===== src/rtl/adder64_rr_sched_pkg.sv =====
// Shared definitions for the round-robin adder scheduler: datapath widths
// and the ceiling-log2 helper used to size ids and pointers.
package adder64_rr_sched_pkg;

    localparam int ADDER_W = 64;
    localparam int CNT_W   = 32;

    // Smallest r with 2**r >= n; evaluated at elaboration time for widths.
    function automatic int clog2(input int n);
        int r;
        r = 0;
        while ((1 << r) < n) begin
            r = r + 1;
        end
        return r;
    endfunction

endpackage


===== src/rtl/adder64.sv =====
// Plain 64-bit adder: S = (A+B) mod 2^64, C64 = carry out of bit 63.
module adder64 (
    input  logic [63:0] a,
    input  logic [63:0] b,
    output logic [63:0] s,
    output logic        c64
);

    assign {c64, s} = {1'b0, a} + {1'b0, b};

endmodule


===== src/rtl/adder64_rr_sched_rr_arb.sv =====
// Round-robin arbiter: grants the first valid requester at or after the
// priority pointer, then moves the pointer just past the winner.
module rr_arb #(
    parameter int NREQ = 4,
    parameter int IDW  = 2
) (
    input  logic            clk,
    input  logic            rst,
    input  logic            en,
    input  logic [NREQ-1:0] valid,
    output logic [NREQ-1:0] grant,
    output logic            grant_any,
    output logic [IDW-1:0]  grant_id
);

    logic [IDW-1:0] ptr;
    logic [IDW-1:0] idx;
    logic           found;

    // Rotating scan from ptr; only the first hit is granted, so grant is one-hot or zero.
    always_comb begin
        grant    = '0;
        grant_id = '0;
        found    = 1'b0;
        idx      = '0;
        for (int k = 0; k < NREQ; k++) begin
            idx = IDW'((int'(ptr) + k) % NREQ);
            if (en && !found && valid[idx]) begin
                found       = 1'b1;
                grant[idx]  = 1'b1;
                grant_id    = idx;
            end
        end
    end

    assign grant_any = found;

    // Pointer advances past the winner; held when nothing is granted.
    always_ff @(posedge clk) begin
        if (rst) begin
            ptr <= '0;
        end else if (grant_any) begin
            ptr <= (int'(grant_id) == NREQ - 1) ? '0 : grant_id + 1'b1;
        end
    end

endmodule


===== src/rtl/adder64_rr_sched.sv =====
// Shares one adder64 among NREQ requesters. One grant per cycle; the id,
// sum and carry of each granted operation go into an in-order response FIFO
// drained by a single valid/ready consumer.
//
// Handshakes: a transfer happens on a rising edge where valid and ready are
// both 1. req_ready never depends on rsp_* outputs other than through FIFO
// space, and requesters must not wait on req_ready before raising req_valid.
module adder64_rr_sched
    import adder64_rr_sched_pkg::*;
#(
    parameter  int NREQ      = 4,
    parameter  int RSP_DEPTH = 4,
    localparam int IDW       = clog2(NREQ)
) (
    input  logic                    clk,
    input  logic                    rst,
    input  logic [NREQ-1:0]         req_valid,
    output logic [NREQ-1:0]         req_ready,
    input  logic [ADDER_W*NREQ-1:0] req_a,
    input  logic [ADDER_W*NREQ-1:0] req_b,
    output logic                    rsp_valid,
    input  logic                    rsp_ready,
    output logic [IDW-1:0]          rsp_id,
    output logic [ADDER_W-1:0]      rsp_sum,
    output logic                    rsp_c64,
    output logic [CNT_W-1:0]        op_count
);

    localparam int PW = clog2(RSP_DEPTH);
    localparam int CW = PW + 1;
    localparam int EW = IDW + 1 + ADDER_W;

    logic [EW-1:0]      mem [RSP_DEPTH];
    logic [PW-1:0]      wr_ptr;
    logic [PW-1:0]      rd_ptr;
    logic [CW-1:0]      count;
    logic [EW-1:0]      head;
    logic [IDW-1:0]     last_id;
    logic [ADDER_W-1:0] last_sum;
    logic               last_c64;

    logic               space;
    logic               push;
    logic               pop;
    logic               grant_any;
    logic [IDW-1:0]     grant_id;
    logic [ADDER_W-1:0] op_a;
    logic [ADDER_W-1:0] op_b;
    logic [ADDER_W-1:0] sum;
    logic               c64;

    assign rsp_valid = (count != '0);
    assign pop       = rsp_valid & rsp_ready;
    // A pop in the same cycle frees the slot a push needs, even when full.
    assign space     = (count < CW'(RSP_DEPTH)) | pop;
    assign push      = grant_any;

    rr_arb #(
        .NREQ (NREQ),
        .IDW  (IDW)
    ) u_arb (
        .clk       (clk),
        .rst       (rst),
        .en        (space & ~rst),
        .valid     (req_valid),
        .grant     (req_ready),
        .grant_any (grant_any),
        .grant_id  (grant_id)
    );

    // Operand mux: granted requester's A/B, zeros when idle.
    always_comb begin
        op_a = '0;
        op_b = '0;
        if (grant_any) begin
            op_a = req_a[int'(grant_id)*ADDER_W +: ADDER_W];
            op_b = req_b[int'(grant_id)*ADDER_W +: ADDER_W];
        end
    end

    adder64 u_add (
        .a   (op_a),
        .b   (op_b),
        .s   (sum),
        .c64 (c64)
    );

    // Head entry is shown while non-empty; otherwise the last popped values.
    assign head    = mem[rd_ptr];
    assign rsp_id  = rsp_valid ? head[EW-1 -: IDW] : last_id;
    assign rsp_c64 = rsp_valid ? head[ADDER_W]     : last_c64;
    assign rsp_sum = rsp_valid ? head[ADDER_W-1:0] : last_sum;

    // FIFO storage; contents need no reset because count gates visibility.
    always_ff @(posedge clk) begin
        if (push) begin
            mem[wr_ptr] <= {grant_id, c64, sum};
        end
    end

    // FIFO pointers, occupancy, last-popped hold registers and delivery counter.
    always_ff @(posedge clk) begin
        if (rst) begin
            wr_ptr   <= '0;
            rd_ptr   <= '0;
            count    <= '0;
            last_id  <= '0;
            last_sum <= '0;
            last_c64 <= 1'b0;
            op_count <= '0;
        end else begin
            if (push) begin
                wr_ptr <= wr_ptr + 1'b1;
            end
            if (pop) begin
                rd_ptr   <= rd_ptr + 1'b1;
                last_id  <= head[EW-1 -: IDW];
                last_c64 <= head[ADDER_W];
                last_sum <= head[ADDER_W-1:0];
                op_count <= op_count + 1'b1;
            end
            if (push && !pop) begin
                count <= count + 1'b1;
            end else if (!push && pop) begin
                count <= count - 1'b1;
            end
        end
    end

endmodule

===== config.mk =====
export PLATFORM = sky130hd
export DESIGN_NAME = adder64_rr_sched
export DESIGN_NICKNAME = d
export VERILOG_FILES = /design/src/rtl/adder64_rr_sched_pkg.sv /design/src/rtl/adder64.sv /design/src/rtl/adder64_rr_sched_rr_arb.sv /design/src/rtl/adder64_rr_sched.sv
export SDC_FILE = /design/constraint.sdc
export NUM_CORES = 1
export LEC_CHECK = 0
export ABC_AREA = 0
export BUFFER_PORTS_ARGS = -buffer_cell sky130_fd_sc_hd__buf_2
export CAP_MARGIN = 5
export CORE_AREA = 2 2 243 245
export DETAILED_ROUTE_END_ITERATION = 6
export DIE_AREA = 0 0 245 247
export PLACE_DENSITY = 0.61
export SLEW_MARGIN = 20
export SYNTH_ARGS = -nofsm -noshare
export SYNTH_HDL_FRONTEND = slang
export SYNTH_HIERARCHICAL = 1
export SYNTH_SLANG_ARGS = --single-unit

===== constraint.sdc =====
create_clock -name clk -period 8.1 [get_ports clk]
set_input_delay 1.215 -clock clk [delete_from_list [all_inputs] [get_ports clk]]
set_output_delay 1.215 -clock clk [all_outputs]
set_load 0.01 [all_outputs]

== After elaboration in Yosys (flattened, before gate mapping) ==
Memory sizes are Yosys's and may differ from the RTL's. A register that Yosys moved wholly into a read port is not among the register bits.
Cells that the tools add are included.
Operators by class
  shift operators: 2
  mux-type cells: 40
  add/sub/neg operators: 10
  bitwise operators: 7
  equality and inequality tests: 1
  reduce and logical (&&, ||, !) cells: 20
  order comparisons: 9
Operator list (count)
  256-bit by 9-bit variable part select with 64-bit output: 2
  64-bit two-way mux: 3
  64-bit by 64-bit adder with 65-bit output: 1
  32-bit by 1-bit adder with 32-bit output (second input constant): 1
  2-bit two-way mux: 8
  4-bit two-way mux: 4
  1-bit two-way mux: 15
  1-bit logical AND: 13
  2-bit by 3-bit less-than comparator with 1-bit output (second input constant): 4
  4-bit bitwise OR: 3
  2-bit by 1-bit adder with 2-bit output (second input constant): 4
  1-bit binary-select mux with 2-bit select: 4
  1-bit demux with 2-bit select: 4
  2-bit by 1-bit greater-or-equal comparator with 1-bit output (second input constant): 4
  3-bit two-way mux: 2
  1-bit logical NOT: 5
  2-bit adder (second input constant): 2
  3-bit by 1-bit adder with 3-bit output (second input constant): 1
  3-bit less-than comparator (second input constant): 1
  3-bit nonzero test: 1
  3-bit by 1-bit subtractor with 3-bit output (second input constant): 1
  1-bit bitwise AND: 2
  2-bit by 1-bit equality test with 1-bit output (second input constant): 1
  2-bit nonzero test: 1
  2 further kinds: 2
Storage, ports and cells
  bits of input ports: 519
  flip-flop bits (word level): 108
  word-level logic and storage cells: 98
  memories kept: 1
  RAM bits: 268
Memory list
  mem: words 4, bits a word 67, rd ports 1, clocked after Yosys merged registers in 1, write ports 1, line adder64_rr_sched.sv:33  | logic [EW-1:0] mem [RSP_DEPTH];

== Depth between registers and ports, before layout ==
  depth in word-level cells: 22
  gate-level depth with buffers: 25
  depth with buffers taken out: 20

== By module ==
The synthesis kept the hierarchy.
Modules (own cells, without submodules)
  adder64_rr_sched: area an instance 18525.3 µm², instances 1, cells an instance 1242
  adder64: area an instance 3853.7 µm², instances 1, cells an instance 569
  rr_arb: area an instance 599.3 µm², instances 1, cells an instance 68

== Worst setup path before layout ==
Ideal clock, no wire load.
  path kind: input -> register
  start: in rst
  end: mem mem[0][62] (netlist name), data pin
  data arrival time: 7.042 ns
  stages: 23
  required time: 7.813 ns
  path slack: 0.771 ns
  buffers on the path: 4
  cells stage by stage: clkbuf_1 > buf_1 > a21oi_1 > nand2b_1 > o32a_1 > a2111oi_4 > o32ai_1 > inv_1 > clkbuf_1 > buf_2 > mux4_2 > and2_1 > ha_1 > fa_1 > a21o_1 > a221oi_2 > and3b_1 > a211oi_4 > o41ai_4 > a31oi_4 > o21ai_2 > nor3b_1 > or4_1
Between the ends
  cells in the longest elaborated chain, start to end: 19
Ends and longest elaborated chain
  start, declared: line adder64_rr_sched.sv:16  | input logic rst,
  1-bit NOT (*): line adder64_rr_sched.sv:64  | .en (space & ~rst),
  1-bit bitwise AND (*): line adder64_rr_sched.sv:64
  1-bit logical AND: line adder64_rr_sched_rr_arb.sv:28  | if (en && !found && valid[idx]) begin
  1-bit two-way mux: line adder64_rr_sched_rr_arb.sv:28
  1-bit logical NOT: line adder64_rr_sched_rr_arb.sv:28
  1-bit logical AND (2 in series): line adder64_rr_sched_rr_arb.sv:28
  1-bit two-way mux: line adder64_rr_sched_rr_arb.sv:28
  1-bit logical NOT: line adder64_rr_sched_rr_arb.sv:28
  [4 not listed]
  1-bit logical AND (2 in series): line adder64_rr_sched_rr_arb.sv:28
  2-bit two-way mux (*): line adder64_rr_sched_rr_arb.sv:28
  via grant_id[0]: line adder64_rr_sched.sv:46  | logic [IDW-1:0] grant_id;
  256-bit by 9-bit variable part select with 64-bit output (*): line adder64_rr_sched.sv:76  | op_a = req_a[int'(grant_id)*ADDER_W +: ADDER_W];
  64-bit two-way mux (*): line adder64_rr_sched.sv:75  | if (grant_any) begin
  via op_a[0]: line adder64_rr_sched.sv:47  | logic [ADDER_W-1:0] op_a;
  64-bit by 64-bit adder with 65-bit output (*): line adder64.sv:9  | assign {c64, s} = {1'b0, a} + {1'b0, b};
  via sum[62]: line adder64_rr_sched.sv:49  | logic [ADDER_W-1:0] sum;
  end, declared: line adder64_rr_sched.sv:33
Mark *: on every way through the listed nets, which the timed path passes. The rest lies on a longest branch.

==> results.sh <==
export IMPL_drc=0
export IMPL_topRoutingLayerUsed="met5"
export IMPL_viasPerCell=5.67
export IMPL_grt_max_degree=81
export IMPL_core_area_mm2=0.0582
export IMPL_fin_crit_sh_pct=92.4
export IMPL_worst_pin_slew_ns=1.08
export IMPL_placed_area_mm2=0.0267
export IMPL_syn_to_final_growth_pct=22.0
export IMPL_place_port_buffers=622
export IMPL_ctsHoldBuffers=0
export IMPL_maxCapViolCount=0
export IMPL_final_cell_mix="buf_2, edfxtp_1, nand2_1"
export IMPL_power_density_mw_per_mm2=416
export IMPL_clock_latency_ns=0.53
export IMPL_stdcell_area_mm2=0.0280
export IMPL_drive_above_1_share_pct=40.8
export IMPL_p_switching_w=0.00479
export IMPL_r2r_cells=20
export IMPL_startpoint_type="flip-flop"
export IMPL_grt_pass1_vias=18300
export IMPL_grt_util_all_layers_pct=26.2
export IMPL_yosysUniqueCellTypes=78
export IMPL_gp_congestion=0.952
export IMPL_timing_fmax_ghz=0.134
export IMPL_setup_tns_ns=0
export IMPL_ctsLongestPathBuffers=3
export IMPL_arrival_ns=7.74
export IMPL_htreeDepth=2
export IMPL_syn_area_per_cell_um2=12.2
export IMPL_clk_pin_slew_worst_paths_ns=0.06
export IMPL_grt_pass1_wl_mm=117
export IMPL_worstSetupEndpoint="mem[0][64]"
export IMPL_cp_required_ns=8.36
export IMPL_mostFrequentLayoutCell="buf_2"
export IMPL_leakage_nw=11.1
export IMPL_syn_num_nets=2478
export IMPL_status="completed"
export IMPL_clock_sinks=378
export IMPL_antenna_found_initial=31
export IMPL_yosysWarningCount=6
export IMPL_drtPass1Iterations=6
export IMPL_nets=3025
export IMPL_combinationalPowerShare_pct=58.0
export IMPL_ant_nets=0
export IMPL_cp_max_fo=38
export IMPL_drv_slew=0
export IMPL_cts_tree="built"
export IMPL_end_kind="flip-flop"
export IMPL_drt_iter0_drc=1574
export IMPL_finalSetupViolCount=0
export IMPL_ys_ff_latch=378
export IMPL_async_reset_ff_share_pct=0
export IMPL_numCtsBuffers=39
export IMPL_drt_total_wl_mm=81.3
export IMPL_hold_class="flip-flop to flip-flop"
export IMPL_reg2reg_slack_ns=0.62
export IMPL_routedWlPerCell_um=25.1
export IMPL_finalCriticalPeriod_ns=7.48
export IMPL_dieArea_mm2=0.0605
export IMPL_internal_power_w=0.00689
export IMPL_clkPwrFrac_pct=14.9
export IMPL_num_rows=89
export IMPL_finalClockSkew_ns=0.0207
export IMPL_wl_met1_mm=34.6
export IMPL_yosysSeqAreaShare_pct=44.6
export IMPL_holdWs_ns=0.452
export IMPL_cts_root_buffer="clkbuf_16"
export IMPL_p_sw_share_pct=41.0
export IMPL_die_y_um=247
export IMPL_critPathKind="flip-flop to flip-flop"
export IMPL_wl_met3_mm=6.18
export IMPL_hold_viol=0
export IMPL_vias=18400
export IMPL_rsz0062_at_grt="no"
export IMPL_gr_total_overflow=0
export IMPL_relSlewSlack_pct=28.2
export IMPL_synth_ff_type="edfxtp_1"
export IMPL_wl_met2_mm=37.6
export IMPL_ioPinCount=623
export IMPL_seq_power_share_pct=27.1
export IMPL_initial_core_util_pct=39.5
export IMPL_r2r_end="mem[0][64]"
export IMPL_netlist_instances=1879
export IMPL_irDropWorstVdd_mv=0.367
export IMPL_synth_edf_count=268
export IMPL_dpl_hpwl_mm=63.8
export IMPL_die_w_um=245
export IMPL_synth_cell_area_mm2=0.0230
==> sequential cells by signal, summed over array words and instances, names as in the netlist, named ones only <==
signal,cells
count,3
last_c64,1
last_id,2
last_sum,64
mem,268
op_count,32
rd_ptr,2
u_arb/ptr,1
wr_ptr,2
==> cell usage after synthesis, drive strengths merged, types with 29 or more instances <==
library cell | instances | area share (%)
edfxtp | 268 | 35
ha | 78 | 4.2
xnor2 | 48 | 1.8
a21oi | 166 | 3.6
o21ai | 49 | 1.1
nor2 | 61 | 1.0
a21o | 40 | 1.3
clkbuf | 92 | 1.5
nand2 | 209 | 3.4
nand4 | 30 | 0.88
buf | 45 | 0.98
and2 | 140 | 3.8
mux2 | 73 | 3.6
dfxtp | 110 | 9.6
mux4 | 197 | 19
xor2 | 29 | 1.1
==> power by group through the flow <==
stage	sequential [W]	combinational [W]	clock, W
floorplan	0.00311	0.00469	0
global placement	0.00319	0.00667	0
CTS	0.00318	0.00679	0.00177
finish	0.00317	0.00678	0.00174
detailed placement	0.00322	0.00676	0
global route	0.00322	0.00730	0.00184
==> stage by stage <==
| step | utilization, % | setup WS (ns) | total power, W | instances |
|---|---|---|---|---|
| global route | 48.1 | 0.130 | 0.0124 | 3242 |
| floorplan | - | 0.771 | 0.00780 | 1879 |
| global placement | 45.9 | 0.480 | 0.00985 | 3155 |
| detailed placement | 45.9 | 0.379 | 0.00997 | 3156 |
| finish | 48.2 | 0.619 | 0.0117 | 3243 |
| CTS | 48.0 | 0.420 | 0.0117 | 3226 |
==> per-layer routing <==
layer	track usage [%]	vias to the layer above
met5	0	-
met3	5.57	136
met4	9.83	18
met2	41.0	779
li1	-	8310
met1	35.8	9158
==> cell families after synthesis <==
family	Yosys count	share of synthesized area, %
AO/OA/AOI/OAI	351	9.71
XOR/XNOR	77	2.93
adder cells (fa/ha/maj)	80	4.42
buffers and inverters	162	2.91
flip-flops	378	44.6
multiplexers	274	23.1
AND/OR/NAND/NOR	557	12.3
==> cell type report <==
type,instances,area (um2)
tap,773,967
fill,5239,30200
timing repair buffer,643,3360
antenna,15,37.5
sequential,378,10300
inverter,25,101
clock inverter,12,120
multi-input combinational,1339,12100
clock buffer,58,1110
==> critical path, stage by stage, from the launching register on <==
cell	delay [ns]
dfxtp_1	0.74
inv_1	0.26
ha_1	0.57
nor2b_1	0.19
a221oi_1	0.13
a2111oi_4	0.55
o32ai_2	0.23
inv_8	0.31
buf_12	0.32
mux4_2	0.53
and2_1	0.17
ha_1	0.37
and4_1	0.28
nand2_1	0.10
o211ai_1	0.16
a2111o_1	0.41
o22ai_1	0.41
o31ai_1	0.25
a21oi_1	0.60
a22oi_1	0.22
a31o_2	0.33
==> worst min path at each step <==
stage,startpoint,end,slack (ns),cells after the start
2_1_floorplan,last_c64,last_c64,0.43,2
3_3_place_gp,last_sum[26],last_sum[26],0.44,2
3_5_place_dp,last_sum[1],last_sum[1],0.44,2
4_1_cts,last_sum[1],last_sum[1],0.45,2
5_1_grt,last_sum[41],last_sum[41],0.47,2
6_report,last_sum[1],last_sum[1],0.45,2
==> repair_timing <==
item / CTS / global route
setup endpoints to repair: 0 / 12
resized for setup: 0 / 1
setup buffers: 0 / 0
Power figures use the tool's default switching activity.
